[config.mk]
export PLATFORM = sky130hd
export DESIGN_NAME = any1_rob_ctrl
export DESIGN_NICKNAME = d
export VERILOG_FILES = /design/src/rtl/any1_rob_ctrl.sv
export SDC_FILE = /design/constraint.sdc
export NUM_CORES = 1
export LEC_CHECK = 0
export CORE_MARGIN = 4
export CORE_UTILIZATION = 60
export DETAILED_ROUTE_END_ITERATION = 6
export DONT_BUFFER_PORTS = 1
export GPL_TIMING_DRIVEN = 0
export PLACE_DENSITY = 0.76
export SLEW_MARGIN = 10
export SYNTH_ARGS = -nofsm -noshare
export SYNTH_HDL_FRONTEND = slang
export SYNTH_SLANG_ARGS = --single-unit
[constraint.sdc]
create_clock -name clk_i -period 10 [get_ports clk_i]
set_clock_uncertainty 0.2 [all_clocks]
set_input_delay 1 -clock clk_i [delete_from_list [all_inputs] [get_ports clk_i]]
set_output_delay 1 -clock clk_i [all_outputs]
set_load 0.03 [all_outputs]
[src/rtl/any1_rob_ctrl.sv]
// Reorder-buffer controller for the ANY1 core: tracks per-entry valid/done/exception state,
// hands out rids on dispatch, retires in order, and rolls back on branch or exception flush.
module any1_rob_ctrl #(
   parameter int unsigned ENTRIES    = 8,
   parameter int unsigned DISP_WIDTH = 2,
   parameter int unsigned FU_PORTS   = 2,
   parameter int unsigned CMT_WIDTH  = 2
) (
   input  logic                                     clk_i,
   input  logic                                     rst_i,
   input  logic [$clog2(DISP_WIDTH+1)-1:0]          alloc_cnt_i,
   output logic                                     alloc_ok_o,
   output logic [DISP_WIDTH*$clog2(ENTRIES)-1:0]    alloc_rid_o,
   input  logic [FU_PORTS-1:0]                      fu_done_i,
   input  logic [FU_PORTS*$clog2(ENTRIES)-1:0]      fu_rid_i,
   input  logic [FU_PORTS-1:0]                      fu_exc_i,
   input  logic                                     flush_i,
   input  logic [$clog2(ENTRIES)-1:0]               flush_rid_i,
   output logic [CMT_WIDTH-1:0]                     cmt_v_o,
   output logic [CMT_WIDTH*$clog2(ENTRIES)-1:0]     cmt_rid_o,
   output logic                                     exc_o,
   output logic [$clog2(ENTRIES)-1:0]               exc_rid_o,
   output logic [$clog2(ENTRIES):0]                 count_o,
   output logic                                     full_o,
   output logic                                     empty_o
);

   localparam int unsigned RIDW = $clog2(ENTRIES);
   localparam int unsigned CW1  = RIDW + 1;

   logic [ENTRIES-1:0] v_q, done_q, exc_q;
   logic [ENTRIES-1:0] v_n, done_n, exc_n;
   logic [RIDW-1:0]    head_q, tail_q, head_n, tail_n;
   logic [CW1-1:0]     count_q, count_n;

   logic [ENTRIES-1:0] cmp_hit, cmp_exc;
   logic [CW1-1:0]     ret_cnt;
   logic               chain;
   logic [RIDW-1:0]    crid;
   logic [CW1-1:0]     free_cnt;
   logic [RIDW-1:0]    fr_off;
   logic [RIDW-1:0]    ent_off;

   assign count_o  = count_q;
   assign full_o   = (count_q == CW1'(ENTRIES));
   assign empty_o  = (count_q == '0);
   assign free_cnt = CW1'(ENTRIES) - count_q;

   assign exc_o     = v_q[head_q] & done_q[head_q] & exc_q[head_q];
   assign exc_rid_o = exc_o ? head_q : '0;

   assign alloc_ok_o = !rst_i && (alloc_cnt_i != '0) && (32'(free_cnt) >= 32'(alloc_cnt_i))
                       && !flush_i && !exc_o;

   always_comb begin
      alloc_rid_o = '0;
      for (int unsigned k = 0; k < DISP_WIDTH; k++) begin
         if (alloc_ok_o) alloc_rid_o[k*RIDW +: RIDW] = tail_q + RIDW'(k);
      end
   end

   // Retirement stops at the first slot that is not cleanly done; later slots cannot leapfrog it.
   always_comb begin
      cmt_v_o   = '0;
      cmt_rid_o = '0;
      ret_cnt   = '0;
      chain     = !exc_o;
      crid      = '0;
      for (int unsigned k = 0; k < CMT_WIDTH; k++) begin
         crid = head_q + RIDW'(k);
         if (chain && (CW1'(k) < count_q) && v_q[crid] && done_q[crid] && !exc_q[crid]) begin
            cmt_v_o[k]                = 1'b1;
            cmt_rid_o[k*RIDW +: RIDW] = crid;
            ret_cnt                   = ret_cnt + 1'b1;
         end else begin
            chain = 1'b0;
         end
      end
   end

   // Per-entry merge of all completion ports; same-rid hits OR their exception bits.
   always_comb begin
      cmp_hit = '0;
      cmp_exc = '0;
      for (int unsigned i = 0; i < ENTRIES; i++) begin
         for (int unsigned p = 0; p < FU_PORTS; p++) begin
            if (fu_done_i[p] && (fu_rid_i[p*RIDW +: RIDW] == RIDW'(i))) begin
               cmp_hit[i] = 1'b1;
               cmp_exc[i] = cmp_exc[i] | fu_exc_i[p];
            end
         end
      end
   end

   always_comb begin
      v_n     = v_q;
      done_n  = done_q;
      exc_n   = exc_q;
      head_n  = head_q;
      tail_n  = tail_q;
      count_n = count_q;
      fr_off  = flush_rid_i - head_q;
      ent_off = '0;

      for (int unsigned i = 0; i < ENTRIES; i++) begin
         if (v_q[i] && cmp_hit[i]) begin
            done_n[i] = 1'b1;
            exc_n[i]  = cmp_exc[i];
         end
      end

      if (exc_o) begin
         v_n     = '0;
         tail_n  = head_q;
         count_n = '0;
      end else begin
         for (int unsigned k = 0; k < CMT_WIDTH; k++) begin
            if (cmt_v_o[k]) v_n[head_q + RIDW'(k)] = 1'b0;
         end
         head_n = head_q + RIDW'(ret_cnt);

         if (flush_i) begin
            // Younger-than-branch test uses age relative to head so it works across the wrap.
            for (int unsigned i = 0; i < ENTRIES; i++) begin
               ent_off = RIDW'(i) - head_q;
               if (ent_off > fr_off) v_n[i] = 1'b0;
            end
            tail_n  = flush_rid_i + 1'b1;
            count_n = CW1'(fr_off) + 1'b1 - ret_cnt;
         end else if (alloc_ok_o) begin
            for (int unsigned k = 0; k < DISP_WIDTH; k++) begin
               if (32'(k) < 32'(alloc_cnt_i)) begin
                  v_n[tail_q + RIDW'(k)]    = 1'b1;
                  done_n[tail_q + RIDW'(k)] = 1'b0;
                  exc_n[tail_q + RIDW'(k)]  = 1'b0;
               end
            end
            tail_n  = tail_q + RIDW'(alloc_cnt_i);
            count_n = count_q - ret_cnt + CW1'(alloc_cnt_i);
         end else begin
            count_n = count_q - ret_cnt;
         end
      end
   end

   always_ff @(posedge clk_i or posedge rst_i) begin
      if (rst_i) begin
         v_q     <= '0;
         done_q  <= '0;
         exc_q   <= '0;
         head_q  <= '0;
         tail_q  <= '0;
         count_q <= '0;
      end else begin
         v_q     <= v_n;
         done_q  <= done_n;
         exc_q   <= exc_n;
         head_q  <= head_n;
         tail_q  <= tail_n;
         count_q <= count_n;
      end
   end

endmodule
### After elaboration in Yosys (flattened, before gate mapping)

Cells that the tools add are included.

* bits in registers: 34
* bits of input ports: 18
* word-level logic and storage cells: 254

* add/sub/neg operators: 20
* $lt $le $gt $ge: 21
* eq/ne operators: 15
* multiplexer cells: 120
* bitwise operators: 22
* reductions and logical operators: 50

Operators with widths (count)
* $mux 8: 28
* $mux 1: 70
* $and 8x8->8: 6
* $logic_and 1x1->1: 40
* $not 8->8: 4
* $eq 3x3->1 const B: 8
* $gt 3x3->1: 8
* $mux 3: 8
* $bmux 1 s3: 6
* $lt 3x4->1 const B: 4
* $mux 4: 4
* $or 8x8->8: 2
* $demux 1 s3: 4
* $eq 3x2->1 const B: 4
* $ge 3x1->1 const B: 4
* $sub 3x3->3 const A: 4
* $add 3x1->3 const B: 3
* $lt 1x4->1 const A: 2
* $or 1x1->1: 8
* $sub 4x4->4: 2
* $eq 3x1->1 const B: 2
* $logic_not 3->1: 2
* $sub 1x3->3 const A: 2
* $sub 2x3->3 const A: 2
* 15 further kinds: 21

### Longest topological paths before layout

* depth after elaboration: 27
* mapped depth: 18
* mapped depth without buffers: 16

### Worst setup path before layout

Ideal clock, no wire load.

* path kind: flip-flop to flip-flop
* start: reg head_q[1]
* end: reg count_q[3], in the netlist count_o[3]
* arrival time: 4.609 ns
* data required time: 9.706 ns
* setup slack: 5.097 ns
* stages on the path, launching flop included: 16
* buffers on the path: 0
* path through: dfrtp_1 inv_1 mux4_2 mux2_4 nor2_1 and3b_1 ha_1 ha_1 fa_1 inv_1 ha_1 a21o_1 nand2_1 a211oi_1 nor3_1 a211oi_1

* cells in the longest elaborated chain, start to end: 20

Ends and longest elaborated chain
* start, declared: RTL line 33 `logic [RIDW-1:0] head_q, tail_q, head_n, tail_n;`
* start signal, assigned: RTL line 158 `head_q <= head_n;`
* branches (longest 19 deep; another with $add 4x1->4)
* $mux 4 (*): RTL line 112 `if (exc_o) begin`
* via count_n[3]: RTL line 34 `logic [CW1-1:0] count_q, count_n;`
* end signal, assigned: RTL line 160 `count_q <= count_n;`
* end, declared: RTL line 34

Mark *: on every way through the listed nets, which the timed path passes. The select of a mux whose other input is x is not followed.
A chain may end at the register's enable or synchronous reset.

### Worst setup path in the final report

Same ends and word-level chain as after synthesis.

==> flow_summary.ini <==
[floorplanning]
die_area_um2 = 7150
die_h_um = 84.6
core.rowCount = 27
fp.coreArea_um2 = 5610
die_w_um = 84.6
start_util_pct = 62.7
boundaryPins = 43

[worst_setup_path]
max_stage_delay_ps = 710
cpMostUsedCell = ha_1
cp-end-kind = flop
critical_path_class = flop to flop
worstPathRequired_ps = 10010
path_cells = inv_1 > mux4_2 > mux2_4 > nor2_1 > and3b_1 > ha_1 > ha_1 > fa_1 > inv_1 > ha_1 > a21o_1 > nand2_1 > a211oi_1 > nor3_1 > a211oi_1
start_kind = flop
rrSetupSlack_ps = 4250
cp_data_arrival_time_ps = 5760
path_max_fanout = 10
cpMaxStageDelayCell = nor2_1

[logic_synthesis]
yosysUniqueCellTypes = 56
ys_ff_latch = 34
ys_async_sr_fraction_pct = 100
synth_edf_count = 0
synthesis.nets = 459
synth_area_um2 = 3520
syn_avg_cell_area_um2 = 8.81
synth_flop_cell = dfrtp_1
synth_cells = 399
yosysWarnings = 0
yosysSeqAreaShare_pct = 24.2

[power_and_ir_drop]
power_density_nw_per_um2 = 343
vdd_drop_max_uv = 199
power.leakage_nw = 1.63

[global_route]
antenna_found_initial = 0
grt_usage_pct = 28.8
grt_pass1_wl_mm = 16.4
grt_max_degree = 35
grt_pass1_vias = 3192
grt.overflow.total = 0

[place]
dpl.hpwl_mm = 7.93
globalplace.congestion = 0.885
place_ws_ps = 4310
port_buffers = 0
dp_cells = 471

[route]
vias_per_cell = 6.95
num_vias = 3328
detail-route-antenna-nets = 0
detail_route.first_pass.iterations = 5
drt_iter0_drc = 329
drc = 0
wire_per_inst_um = 21.2
routed_wl_mm = 10.1

[clocking]
cts_setup_buffers = 0
cts_buffers = 5
clock_sinks = 34
cts_resized = 0
htreeDepth = 2
cts_max_path_buffers = 2
cts_root_buf = clkbuf_8
clkTransAtPathRegs_ps = 80
cts_tree = done
ctsHoldBuffers = 0
clock_latency_ps = 290

[min_path]
hp-class = flop to flop

[outcome]
status = finished clean

[finish]
layout_commonest_cell = ha_1
final_cell_mix = 36 x ha_1, 34 x inv_1, 34 x dfrtp_1
n_antenna_cell = 0
fin_cells = 479
fin_nets = 466
syn2layout_area_growth_pct = 5.41
drive_above_1_share_pct = 8.35

[timing]
max_freq_mhz = 174
rsz0062_at_grt = no
slew_headroom_pct = 27.2
worst_pin_slew_ps = 1080
setup_tns_ps = 0
setup_viol = 0
postLayoutSetupSlackWorst_ps = 4250
fin_hold_ws_ps = 303
finalCritPeriodShare_pct = 57.5
final_hold_viol_count = 0
min_period_ps = 5750
finalMaxSlewViolations = 0

[job]
max_cap_violations = 0
sequential cells by signal (all words and copies together), names as in the netlist:
signal / cells
count_o: 4
head_q: 3
exc_q: 8
v_q: 8
done_q: 8
tail_q: 3
area by class of cell:
cell class / instances / area (µm²)
clock buffer: 6 / 82.6
tap: 72 / 90.1
multi-input combinational: 313 / 2460
clock inverter: 2 / 12.5
fill: 494 / 1900
inverter: 36 / 135
sequential: 34 / 851
buffer: 16 / 75.1
through the flow:
step | util [%] | area [µm²] | total power, mW
3_3_place_gp | 64.3 | 3610 | 1.11
4_1_cts | 66.1 | 3710 | 1.26
6_report | 66.1 | 3710 | 1.27
2_1_floorplan | - | 3520 | 0.929
5_1_grt | 66.1 | 3710 | 1.39
3_5_place_dp | 64.4 | 3610 | 1.14
worst max-delay path, delay by kind of cell (launching register included):
kind            cells  cell delay (ps)
simple gates        4             1380
fa+ha+maj           4             1360
mux                 2              950
compound gates      3              660
buf+inv             2              580
flops               1              550
kinds of logic (layout without fill, tap and decap cells):
group,after synthesis,in the layout,synth area share [%]
xor gates and xnor gates,12,12,2.99
and+or+nand+nor,120,120,18.4
adders and majority gates,42,42,16.2
buffers and inverters,52,60,5.98
AOI/OAI and AO/OA,116,116,22.8
DFF,34,34,24.2
muxes,23,23,9.43
final timing paths:
| path | start | to | cells past startpoint |
|---|---|---|---|
| max | head_q[1] | count_o[3] | 15 |
| min | done_q[6] | done_q[6] | 1 |
| max reg2reg | head_q[1] | count_o[3] | 15 |
| min reg2reg | done_q[6] | done_q[6] | 1 |
| max in group asynchronous | rst_i | v_q[0] | 1 |
| min in group asynchronous | rst_i | count_o[1] | 1 |
layer usage:
layer / wire length [µm] / GRT usage, %
met4: 184 / 9.21
met1: 4390 / 40.5
met5: 0 / 0
met2: 4730 / 45.8
met3: 837 / 3.93
where the power goes:
part | total [mW] | switching, mW | internal, mW
sequential | 0.279 | 0.0848 | 0.195
clock | 0.111 | 0.0551 | 0.0554
combinational | 0.883 | 0.542 | 0.341
cell usage after synthesis (10+ instances only):
| cell type | count | share of area [%] |
|---|---|---|
| o221ai_1 | 11 | 2.7 |
| ha_1 | 36 | 13 |
| nand2_1 | 22 | 2.3 |
| o22ai_1 | 11 | 2.0 |
| nand3_1 | 10 | 1.4 |
| nor2_1 | 22 | 2.3 |
| nor3_1 | 18 | 2.6 |
| mux2i_1 | 11 | 3.1 |
| o21ai_0 | 10 | 1.4 |
| a211oi_1 | 13 | 2.8 |
| inv_1 | 35 | 3.7 |
| a21oi_1 | 27 | 3.8 |
| dfrtp_1 | 34 | 24 |
(Power assumes the default switching activity.)
